<file path="config.mk">
export PLATFORM = sky130hd
export DESIGN_NAME = hazard_scoreboard
export DESIGN_NICKNAME = d
export VERILOG_FILES = /design/src/rtl/hazard_scoreboard.sv
export SDC_FILE = /design/constraint.sdc
export NUM_CORES = 1
export LEC_CHECK = 0
export CAP_MARGIN = 10
export CELL_PAD_IN_SITES_DETAIL_PLACEMENT = 1
export CELL_PAD_IN_SITES_GLOBAL_PLACEMENT = 2
export CORE_MARGIN = 2
export CORE_UTILIZATION = 39
export CTS_BUF_LIST = sky130_fd_sc_hd__clkbuf_4 sky130_fd_sc_hd__clkbuf_8 sky130_fd_sc_hd__clkbuf_16
export CTS_CLUSTER_DIAMETER = 60
export CTS_CLUSTER_SIZE = 28
export DETAILED_ROUTE_END_ITERATION = 8
export HOLD_SLACK_MARGIN = 0.15
export PLACE_DENSITY = 0.85
export SYNTH_ARGS = -nofsm -noshare
export SYNTH_HDL_FRONTEND = slang
export SYNTH_HIERARCHICAL = 1
export SYNTH_SLANG_ARGS = --single-unit
</file>
<file path="constraint.sdc">
create_clock -name Clk -period 3.3 [get_ports Clk]
set_clock_uncertainty 0.15 [all_clocks]
set_input_delay 0.33 -clock Clk [delete_from_list [all_inputs] [get_ports Clk]]
set_output_delay 0.33 -clock Clk [all_outputs]
set_load 0.02 [all_outputs]
</file>
<file path="src/rtl/hazard_scoreboard.sv">
// Scoreboard RAW hazard detector for the ID stage: one countdown counter per register plus SAD buffer-ready stall.
// Optional HAZARD_STATS_EN adds the stall_cycles / buf_stall_cycles counters.

module hazard_cnt #(
    parameter int CNT_W      = 3,
    parameter int WB_LATENCY = 5
) (
    input  logic Clk,
    input  logic Reset,
    input  logic load,
    output logic busy
);
    logic [CNT_W-1:0] cnt;

    // Reload wins over decrement so a WAW rewrite restarts the full window
    always_ff @(posedge Clk or posedge Reset) begin
        if (Reset)
            cnt <= '0;
        else if (load)
            cnt <= CNT_W'(WB_LATENCY);
        else if (cnt != '0)
            cnt <= cnt - CNT_W'(1);
    end

    assign busy = (cnt != '0);
endmodule

module hazard_scoreboard #(
    parameter int NUM_REGS   = 32,
    parameter int REG_AW     = 5,
    parameter int WB_LATENCY = 5,
    parameter int CNT_W      = 3
) (
    input  logic                Clk,
    input  logic                Reset,
    input  logic                id_valid,
    input  logic                id_kill,
    input  logic [REG_AW-1:0]   id_rs,
    input  logic [REG_AW-1:0]   id_rt,
    input  logic                id_use_rs,
    input  logic                id_use_rt,
    input  logic                id_reg_write,
    input  logic [REG_AW-1:0]   id_write_reg,
    input  logic                id_need_buf,
    input  logic                buf_ready,
    output logic                id_stall,
    output logic                id_issue,
    output logic [NUM_REGS-1:0] busy_vec
`ifdef HAZARD_STATS_EN
    ,
    output logic [31:0]         stall_cycles,
    output logic [31:0]         buf_stall_cycles
`endif
);
    localparam int IDX_SPAN = 2 ** REG_AW;

    logic [IDX_SPAN-1:0] busy_ext;
    logic                rs_haz, rt_haz, buf_haz;
    logic                wr_en;

    assign busy_vec[0] = 1'b0;
    assign wr_en       = id_issue & id_reg_write;

    genvar r;
    generate
        for (r = 1; r < NUM_REGS; r++) begin : g_reg
            hazard_cnt #(
                .CNT_W      (CNT_W),
                .WB_LATENCY (WB_LATENCY)
            ) u_cnt (
                .Clk   (Clk),
                .Reset (Reset),
                .load  (wr_en & (id_write_reg == REG_AW'(r))),
                .busy  (busy_vec[r])
            );
        end
    endgenerate

    // Indices beyond NUM_REGS land on zero-padded bits and read as free
    always_comb begin
        busy_ext               = '0;
        busy_ext[NUM_REGS-1:0] = busy_vec;
    end

    assign rs_haz  = id_use_rs & (id_rs != '0) & busy_ext[id_rs];
    assign rt_haz  = id_use_rt & (id_rt != '0) & busy_ext[id_rt];
    assign buf_haz = id_need_buf & ~buf_ready;

    assign id_stall = ~Reset & id_valid & ~id_kill & (rs_haz | rt_haz | buf_haz);
    assign id_issue = ~Reset & id_valid & ~id_kill & ~id_stall;

`ifdef HAZARD_STATS_EN
    always_ff @(posedge Clk or posedge Reset) begin
        if (Reset) begin
            stall_cycles     <= '0;
            buf_stall_cycles <= '0;
        end else begin
            if (id_stall)
                stall_cycles <= stall_cycles + 32'd1;
            if (id_stall & buf_haz & ~rs_haz & ~rt_haz)
                buf_stall_cycles <= buf_stall_cycles + 32'd1;
        end
    end
`endif
endmodule

</file>
# After elaboration in Yosys (flattened, before gate mapping)
# Cells that the tools add are included.
# classes
n_addsub	31
magnitude_cmp	2
n_eq_ne	31
muxes	66
bitwise	47
n_reduce_logical	64
# ops
operator	count
two-way mux 3 bit	62
nonzero test 3 bit	31
subtractor 3 x 1 -> 3 bit (second input constant)	31
== test 5 bit (second input constant)	16
nonzero test 2 bit	31
bitwise AND 1 bit	41
== test 5 x 4 -> 1 bit (second input constant)	8
== test 5 x 3 -> 1 bit (second input constant)	4
less-than comparator 5 x 6 -> 1 bit (second input constant)	2
binary-select mux 1 bit (select 5 bit)	2
== test 5 x 2 -> 1 bit (second input constant)	2
nonzero test 5 bit	2
== test 5 x 1 -> 1 bit (second input constant)	1
inverter 1 bit	4
two-way mux 1 bit	2
OR 1 bit	2
# word_totals
register_bits	93
inputBits	24
out_inout_bits	34

# Depth between registers and ports, before layout
# Gate-level depths: netlist (run 1).
# logic_depth
ltp_word	12
depth_mapped	12
depth_no_buf	10

# Hierarchy
# The synthesis (run 1) kept the hierarchy.
# modules_own_cells
mod	instances	cells_each	area_per_inst_um2	seq_area_each_um2
hazard_cnt	31	17	178.9	75.1
hazard_scoreboard	1	159	1412.6	0.0

# Worst setup path before layout (run 1)
# No wires, ideal clock.
# synth_path
path_type	register to output
startpoint	register g_reg[13].u_cnt.cnt[0]
endpoint	output id_issue
arrival_ns	2.378
required_time_ns	2.820
path_slack_ns	0.442
path_stages_with_launch	11
n_path_buf	2
cell_sequence	dfrtp_1 inv_1 ha_1 nand2b_4 mux4_2 nor4b_1 nor3_1 and3_1 buf_6 buf_12 a211oi_2
# synth_between
elab_chain_cells	9
elab_cells_between_ends	12
cone_classes	mux (4); bitwise (7); reduce/logical (1)
# synth_rtl
item	line	source
start: declaration	13	logic [CNT_W-1:0] cnt;
start signal: assignment	20	cnt <= CNT_W'(WB_LATENCY);
start signal: assignment	22	cnt <= cnt - CNT_W'(1);
nonzero test 3 bit (*)	25	assign busy = (cnt != '0);
named net busy_vec[13]	48	output logic [NUM_REGS-1:0] busy_vec
binary-select mux 1 bit (select 5 bit) (on tied branches)	85, 86	
two-way mux 1 bit (on tied branches)	85, 86	
bitwise AND 1 bit (on tied branches)	85, 86	
OR 1 bit (*) (2 in series)	89	assign id_stall = ~Reset & id_valid & ~id_kill & (rs_haz | rt_haz | buf_haz);
bitwise AND 1 bit (*)	89	
inverter 1 bit (*)	90	assign id_issue = ~Reset & id_valid & ~id_kill & ~id_stall;
bitwise AND 1 bit (*)	90	
end: declaration	47	output logic id_issue,
# Mark *: on every way through the listed nets, which the timed path passes. The rest lies on a longest branch. The select of a mux whose other input is x is not followed.

# Worst setup path after layout (run 1)
# layout_path
startpoint	register g_reg[14].u_cnt.cnt[0]
endpoint	output id_stall
# layout_between
elab_chain_cells	7
elab_cells_between_ends	10
cone_classes	mux (4); bitwise (5); reduce/logical (1)
# layout_rtl
item	line	source
start: declaration	13	
start signal: assignment	20	
start signal: assignment	22	
nonzero test 3 bit (*)	25	
binary-select mux 1 bit (select 5 bit) (on tied branches)	85, 86	
two-way mux 1 bit (on tied branches)	85, 86	
bitwise AND 1 bit (on tied branches)	85, 86	
OR 1 bit (*) (2 in series)	89	
bitwise AND 1 bit (*)	89	
end: declaration	46	output logic id_stall,
# Every way passes the cells marked *; elsewhere a longest branch is shown, timed or not. The select of a mux whose other input is x is not followed.

==> results of run 1 <==
cells by family (layout without fill, tap and decap cells):
kind of cell	after synthesis	in the layout
AO/OA/AOI/OAI	102	102
multiplexers	52	52
buffers and inverters	118	210
flip-flops	93	93
adder cells (fa/ha/maj)	62	62
other	1	1
AND/OR/NAND/NOR	258	258
cell type report:
class,count,share of cell area
tap,225,0.0336
multi-input combinational,475,0.500
clock buffer,12,0.0310
clock inverter,4,0.00836
timing repair buffer,99,0.107
sequential,93,0.278
inverter,95,0.0425
cell usage in the layout, fill, tap and decap left out, types with 32 or more instances in the layout:
master	n
a211oi_1	32
buf_4	43
clkdlybuf4s50_1	54
dfrtp_1	93
ha_1	52
inv_1	93
mux2i_1	38
nor2_1	70
nor2b_1	69
nor3b_1	32
critical path: stages (launching register included):
cell             delay, ps
dfrtp_1                400
inv_1                  130
ha_4                   180
nand2b_4                70
mux4_2                 470
nor4bb_1               290
nor3_1                  80
and3_2                 250
a22o_1                 270
clkdlybuf4s15_2        260
worst max path at each step:
stage	start	to	cells after the start
finish	g_reg[14].u_cnt/cnt[0]$_DFFE_PP0P_	id_stall	9
global route	g_reg[9].u_cnt/cnt[0]$_DFFE_PP0P_	g_reg[21].u_cnt/cnt[0]$_DFFE_PP0P_	12
CTS	g_reg[14].u_cnt/cnt[0]$_DFFE_PP0P_	id_stall	9
detailed placement	id_rt[0]	id_issue	8
global placement	id_rt[0]	id_issue	8
floorplan	g_reg[13].u_cnt/cnt[0]$_DFFE_PP0P_	id_issue	10
metal layers:
| metal | track usage | part of all wire | vias up |
|---|---|---|---|
| li1 | - | - | 2527 |
| met1 | 0.244 | 0.42 | 2673 |
| met2 | 0.384 | 0.53 | 86 |
| met3 | 0.0397 | 0.034 | 25 |
| met4 | 0.0699 | 0.019 | 0 |
| met5 | 0 | 0 | - |
per-stage QoR:
stage / hold WS [ps] / std cells / total power [mW] / cell area (µm²) / util
global placement: 386 / 987 / 6.07 / 7970 / 0.459
floorplan: -66.4 / 686 / 5.20 / 6960 / -
global route: 432 / 1003 / 8.40 / 8390 / 0.483
CTS: 417 / 1003 / 7.73 / 8300 / 0.478
finish: 415 / 1003 / 7.76 / 8390 / 0.483
detailed placement: 399 / 987 / 6.51 / 7970 / 0.459
report_power, final:
part	internal (mW)	switching (mW)	leakage (nW)	total [mW]
clock	0.712	0.453	0.166	1.16
sequential	1.76	0.440	1.10	2.20
combinational	2.19	2.20	2.76	4.39
total	4.66	3.09	4.02	7.76
timing repair:
action	CTS	global route
pin swaps	1	2
endpoints found under the setup margin	2	8
resized for setup	9	18
gates cloned	0	0
==> results.md, run 1 <==
- Status: complete, no violations
- Hold path startpoint: g_reg[4].u_cnt/cnt[0]$_DFFE_PP0P_
- Post-synth ARST share: 1.00
- Max Slew Vio Count: 0
- Hold path depth: 2
- Multi-input logic area: 4200 µm²
- Postcts setup bufs: 0
- Share of cells above drive strength 1: 0.192
- Gp weighted congestion: 0.830
- Reg clk slew, reported paths: 70 ps
- Num CTS Buffers: 9
- Syn nets: 772
- EDFF count, synth: 0
- Slew HR: 0.573
- Register-to-Register Path Depth: 12
- Commonest cells in the netlist: inv_1 (95), dfrtp_1 (93), nor2_1 (70), nor2b_1 (69), ha_1 (62)
- Most flops, register: g.u_cnt/cnt
- DR WL/cell: 18.6 µm
- Final Hold Viols: 0
- Synth Area in XOR/XNOR: 0
- Synth top area share: 0.334
- Power Dens Cells: 925 nW/µm²
- Seq cells post-synth: 93
- Worst slew pin tran: 639 ps
- Clk root buf: clkbuf_16
- Vias per std cell: 5.30
- Simple-Gate Fraction of Synth Area: 0.237
- Synthesis-to-layout area growth: 20.5%
- Top-count cell post-synth: inv_1
- Die area: 18900 µm²
- Maximum root-to-sink buffer count: 2
- Crit path launch type: flip-flop
- Top FF cell, synth: dfrtp_1
- Pre-CTS setup slack: -196 ps
- Site Rows: 48
- Tot GR Track Use: 0.209
- Synth Area per Inst: 10.1 µm²
- Worst Path Required: 2820 ps
- Gr ovfl total: 0
- Final Setup Violations: 0
- Synth area leaders: dfrtp_1 (33%), ha_1 (11%), nor2b_1 (6.2%), nand2b_4 (6.1%), mux2i_1 (5.5%)
- Clock sink count: 93
- CTS tree: done
- Die Ht: 138 µm
- First-pass iteration count of the detailed router: 6
- Clk_lat worst skew: 350 ps
- First-pass GRT wire length: 30.4 mm
- DRT antenna net count: 0
- Fin crit share: 0.978
- Final HPWL DP: 14.7 mm
- # diodes: 0
- Multiplexer share of the synthesized area: 0.100
- Drc violations: 0
- Fin worst setup slack: 73.3 ps
- Fmax: 0.310 GHz
- Max FFs per register: 93
- Compound-gate portion of the synthesized area: 0.140
- Io pins: 58
- LEAKAGE: 4.02 nW
- Capturing point of the worst reg2reg path: g_reg[12].u_cnt/cnt[0]$_DFFE_PP0P_
- Initial antenna violation count: 0
- Min-delay worst type: flip-flop to flip-flop
- Starting Density: 0.401
- Tmin final: 3230 ps
- Register area: 2330 µm²
- Setup TNS: 0 ps
- Crit Path Class: flip-flop to output pin
- Crit path DAT: 2750 ps
- CTS H-Tree Depth: 3
- Largest net degree at the start of global routing: 32
- DRT Wirelength: 18.7 mm
- Maxcap violations: 0
- Via count of the routed design: 5311
- Core Area: 17400 µm²
- Vias in the first global route: 5944
- Worst r2r src: g_reg[9].u_cnt/cnt[0]$_DFFE_PP0P_
- Maximum VDD drop: 0.000482 V
- DR iter-0 viols: 262
- Syn Inst Count: 686
- Register area share after synthesis: 0.334
- Synth Cell Area: 6960 µm²
- Post-synth cell types: 43
- Top flop regs: g.u_cnt/cnt: 93 flops
- Adder-cell share of the synthesized area: 0.111
- Yosys Warn Count: 6
- Worst-path maximum fanout: 3
- Worst reg-to-reg setup slack: 200 ps
- Fill count: 1914
- Cts hold-fix bufs: 0
- Main combinational cell family by area after synthesis: simple AND/OR/NAND/NOR gates
- Die X: 138 µm
- Net count reported at finish: 859
- Biggest area consumer among synthesized cells: dfrtp_1
- Worst Setup End Kind: output pin
- I/O Buffers: 56
- Worst Hold End: g_reg[4].u_cnt/cnt[0]$_DFFE_PP0P_
Power figures use the tool's default switching activity.
==> run 2, diff against run 1 <==
Settings changed: GPL_TIMING_DRIVEN from default to 1, SLEW_MARGIN from default to 20.
==> results of run 2 <==
Same layout as run 1: the final DEF is identical, and so are final timing and power.
==> run 3, diff against run 2 <==
--- a/config.mk
+++ b/config.mk
@@ -17,4 +17,5 @@
 export GPL_TIMING_DRIVEN = 1
 export HOLD_SLACK_MARGIN = 0.15
+export MAX_ROUTING_LAYER = met4
 export PLACE_DENSITY = 0.85
 export SLEW_MARGIN = 20
--- a/constraint.sdc
+++ b/constraint.sdc
@@ -3,3 +3,3 @@
 set_input_delay 0.33 -clock Clk [delete_from_list [all_inputs] [get_ports Clk]]
 set_output_delay 0.33 -clock Clk [all_outputs]
-set_load 0.02 [all_outputs]
+set_load 0.05 [all_outputs]
==> run 3 against run 2 <==
Compared with the run above: worst setup slack improved by 40 ps; critical path depth unchanged; non-clock buffer count decreased by 12; largest power group unchanged; critical path type unchanged; clock power decreased by 4%; critical endpoint unchanged.
==> results.md, run 3 (synthesized netlist as in run 1, its figures left out) <==
- Status: complete, no violations (unchanged)
- Worst path buffer plus inverter count: 2 (unchanged)
- Gr ovfl total: 0 (unchanged)
- Clk_lat worst skew: 360 ps (was 350 ps)
- Core Area: 17400 µm² (unchanged)
- Power Dens Cells: 959 nW/µm² (was 925 nW/µm²)
- Site Rows: 48 (unchanged)
- I/O Buffers: 56 (unchanged)
- Fin worst setup slack: 113 ps (was 73.3 ps)
- Pre-CTS setup slack: -32.3 ps (was -196 ps)
- Die X: 138 µm (unchanged)
- # diodes: 0 (unchanged)
- Final Setup Violations: 0 (unchanged)
- Placed Area: 7920 µm² (was 7970 µm²)
- Largest net degree at the start of global routing: 32 (unchanged)
- Io pins: 58 (unchanged)
- Worst Setup End Kind: output pin (unchanged)
- Crit Path Class: flip-flop to output pin (unchanged)
- First-pass iteration count of the detailed router: 4 (was 6)
- First-pass GRT wire length: 30.2 mm (was 30.4 mm)
- Die Ht: 138 µm (unchanged)
- CTS tree: done (unchanged)
- Tmin final: 3190 ps (was 3230 ps)
- Final Hold Viols: 0 (unchanged)
- Via count of the routed design: 5294 (was 5311)
- Vias in the first global route: 5894 (was 5944)
- Starting Density: 0.401 (unchanged)
- Max Slew Vio Count: 0 (unchanged)
- Fin crit share: 0.966 (was 0.978)
- Register area: 2330 µm² (unchanged)
- Worst path cell trace: inv_1 -> ha_2 -> nand2b_4 -> mux4_2 -> nor4bb_2 -> nor3_1 -> and3_4 -> a22o_1 -> buf_12 (was inv_1 -> ha_4 -> nand2b_4 -> mux4_2 -> nor4bb_1 -> nor3_1 -> and3_2 -> a22o_1 -> clkdlybuf4s15_2)
- DR WL/cell: 18.4 µm (was 18.6 µm)
- Setup TNS: 0 ps (unchanged)
- Cts hold-fix bufs: 0 (unchanged)
- Crit path DAT: 2710 ps (was 2750 ps)
- Final HPWL DP: 14.5 mm (was 14.7 mm)
- Net count reported at finish: 847 (was 859)
- Gp weighted congestion: 0.852 (was 0.830)
- LEAKAGE: 3.97 nW (was 4.02 nW)
- Commonest non-fill, non-tap cell in the layout: inv_1
- Most flops, register: g.u_cnt/cnt (unchanged)
- Most frequent cells in the layout: inv_1 (95), dfrtp_1 (93), nor2_1 (70), nor2b_1 (69), clkdlybuf4s50_1 (54) (was inv_1 (93), dfrtp_1 (93), nor2_1 (70), nor2b_1 (69), clkdlybuf4s50_1 (54))
- Vias per std cell: 5.34 (was 5.30)
- Max FFs per register: 93 (unchanged)
- Drc violations: 0 (unchanged)
- Critical Path Max Stage Delay: 460 ps (was 470 ps)
- Die area: 18900 µm² (unchanged)
- Maximum root-to-sink buffer count: 2 (unchanged)
- Critical path's top delay family: simple AND/OR/NAND/NOR gates (unchanged)
- Num CTS Buffers: 9 (unchanged)
- DRT antenna net count: 0 (unchanged)
- Worst Path Required: 2820 ps (about the same)
- Crit path launch type: flip-flop (unchanged)
- Fmax: 0.314 GHz (was 0.310 GHz)
- Top flop regs: g.u_cnt/cnt: 93 flops (unchanged)
- Share of cells above drive strength 1: 0.178 (was 0.192)
- Multi-input logic area: 4150 µm² (was 4200 µm²)
- RSZ-0062 raised after global routing: true
- Tot GR Track Use: 0.214 (was 0.209)
- Final Core Density: 0.477 (was 0.483)
- DRT Wirelength: 18.2 mm (was 18.7 mm)
- Initial antenna violation count: 0 (unchanged)
- Fin area: 8290 µm² (was 8390 µm²)
- Maximum VDD drop: 0.000490 V (was 0.000482 V)
- Synthesis-to-layout area growth: 19.1% (was 20.5%)
- Reg clk slew, reported paths: 60 ps (was 70 ps)
- Clock sink count: 93 (unchanged)
- DR iter-0 viols: 205 (was 262)
- Clk root buf: clkbuf_16 (unchanged)
- Fill count: 1912 (was 1914)
- Worst-path maximum fanout: 6 (was 3)
- Min-delay worst type: input pin to async pin (was flip-flop to flip-flop)
- Worst slew pin tran: 664 ps (was 639 ps)
- Maxcap violations: 0 (unchanged)
- Slew HR: 0.557 (was 0.573)
- Postcts setup bufs: 0 (unchanged)
- CTS H-Tree Depth: 3 (unchanged)
- Slowest cell on crit path: mux4_2 (unchanged)
- Worst hold margin: 418 ps (was 415 ps)
==> run 3: power breakdown <==
group          leakage (nW)  switching, mW  internal [mW]
clock                 0.155          0.450          0.657
combinational          2.72           2.55           2.10
sequential             1.10          0.436           1.76
total                  3.97           3.43           4.52
==> run 3: area by class of cell <==
| class | count | share of cell area |
|---|---|---|
| Clock buffer | 13 | 0.0331 |
| Clock inverter | 3 | 0.00513 |
| Inverter | 95 | 0.0430 |
| Multi-Input combinational cell | 475 | 0.501 |
| Sequential cell | 93 | 0.281 |
| Tap cell | 225 | 0.0340 |
| Timing Repair Buffer | 87 | 0.103 |
==> run 3: repair_timing <==
| item | CTS | global route |
|---|---|---|
| cloned | 0 | 0 |
| setup endpoints to repair | 2 | 2 |
| resized for setup | 7 | 8 |
==> run 3: worst min-delay path, cell delays in order <==
cell and delay (ps):
clkdlybuf4s50_1 460, buf_4 300, inv_1 170
==> run 3: final timing paths <==
| check | cells after the start | to | start | slack, ps |
|---|---|---|---|---|
| max | 9 | id_stall | g_reg[11].u_cnt/cnt[0]$_DFFE_PP0P_ | 110 |
| min | 3 | g_reg[10].u_cnt/cnt[1]$_DFFE_PP0P_ | Reset | 420 |
| max reg2reg | 12 | g_reg[29].u_cnt/cnt[0]$_DFFE_PP0P_ | g_reg[10].u_cnt/cnt[0]$_DFFE_PP0P_ | 330 |
| min reg2reg | 2 | g_reg[6].u_cnt/cnt[0]$_DFFE_PP0P_ | g_reg[6].u_cnt/cnt[0]$_DFFE_PP0P_ | 420 |
| max in group asynchronous | 3 | g_reg[30].u_cnt/cnt[2]$_DFFE_PP0P_ | Reset | 2400 |
| min in group Clk | 2 | g_reg[6].u_cnt/cnt[0]$_DFFE_PP0P_ | g_reg[6].u_cnt/cnt[0]$_DFFE_PP0P_ | 420 |
==> run 3: layer usage <==
metal / vias up / GRT usage / share of wire
li1: 2506 / - / -
met1: 2672 / 0.248 / 0.43
met2: 81 / 0.374 / 0.51
met3: 35 / 0.0342 / 0.034
met4: 0 / 0.0813 / 0.024
met5: - / - / 0
==> run 3: per-stage QoR <==
step	total power, mW	std cells
6_report	7.95	991
5_1_grt	8.58	991
4_1_cts	8.02	991
3_5_place_dp	6.83	975
3_3_place_gp	6.39	975
2_1_floorplan	5.58	686
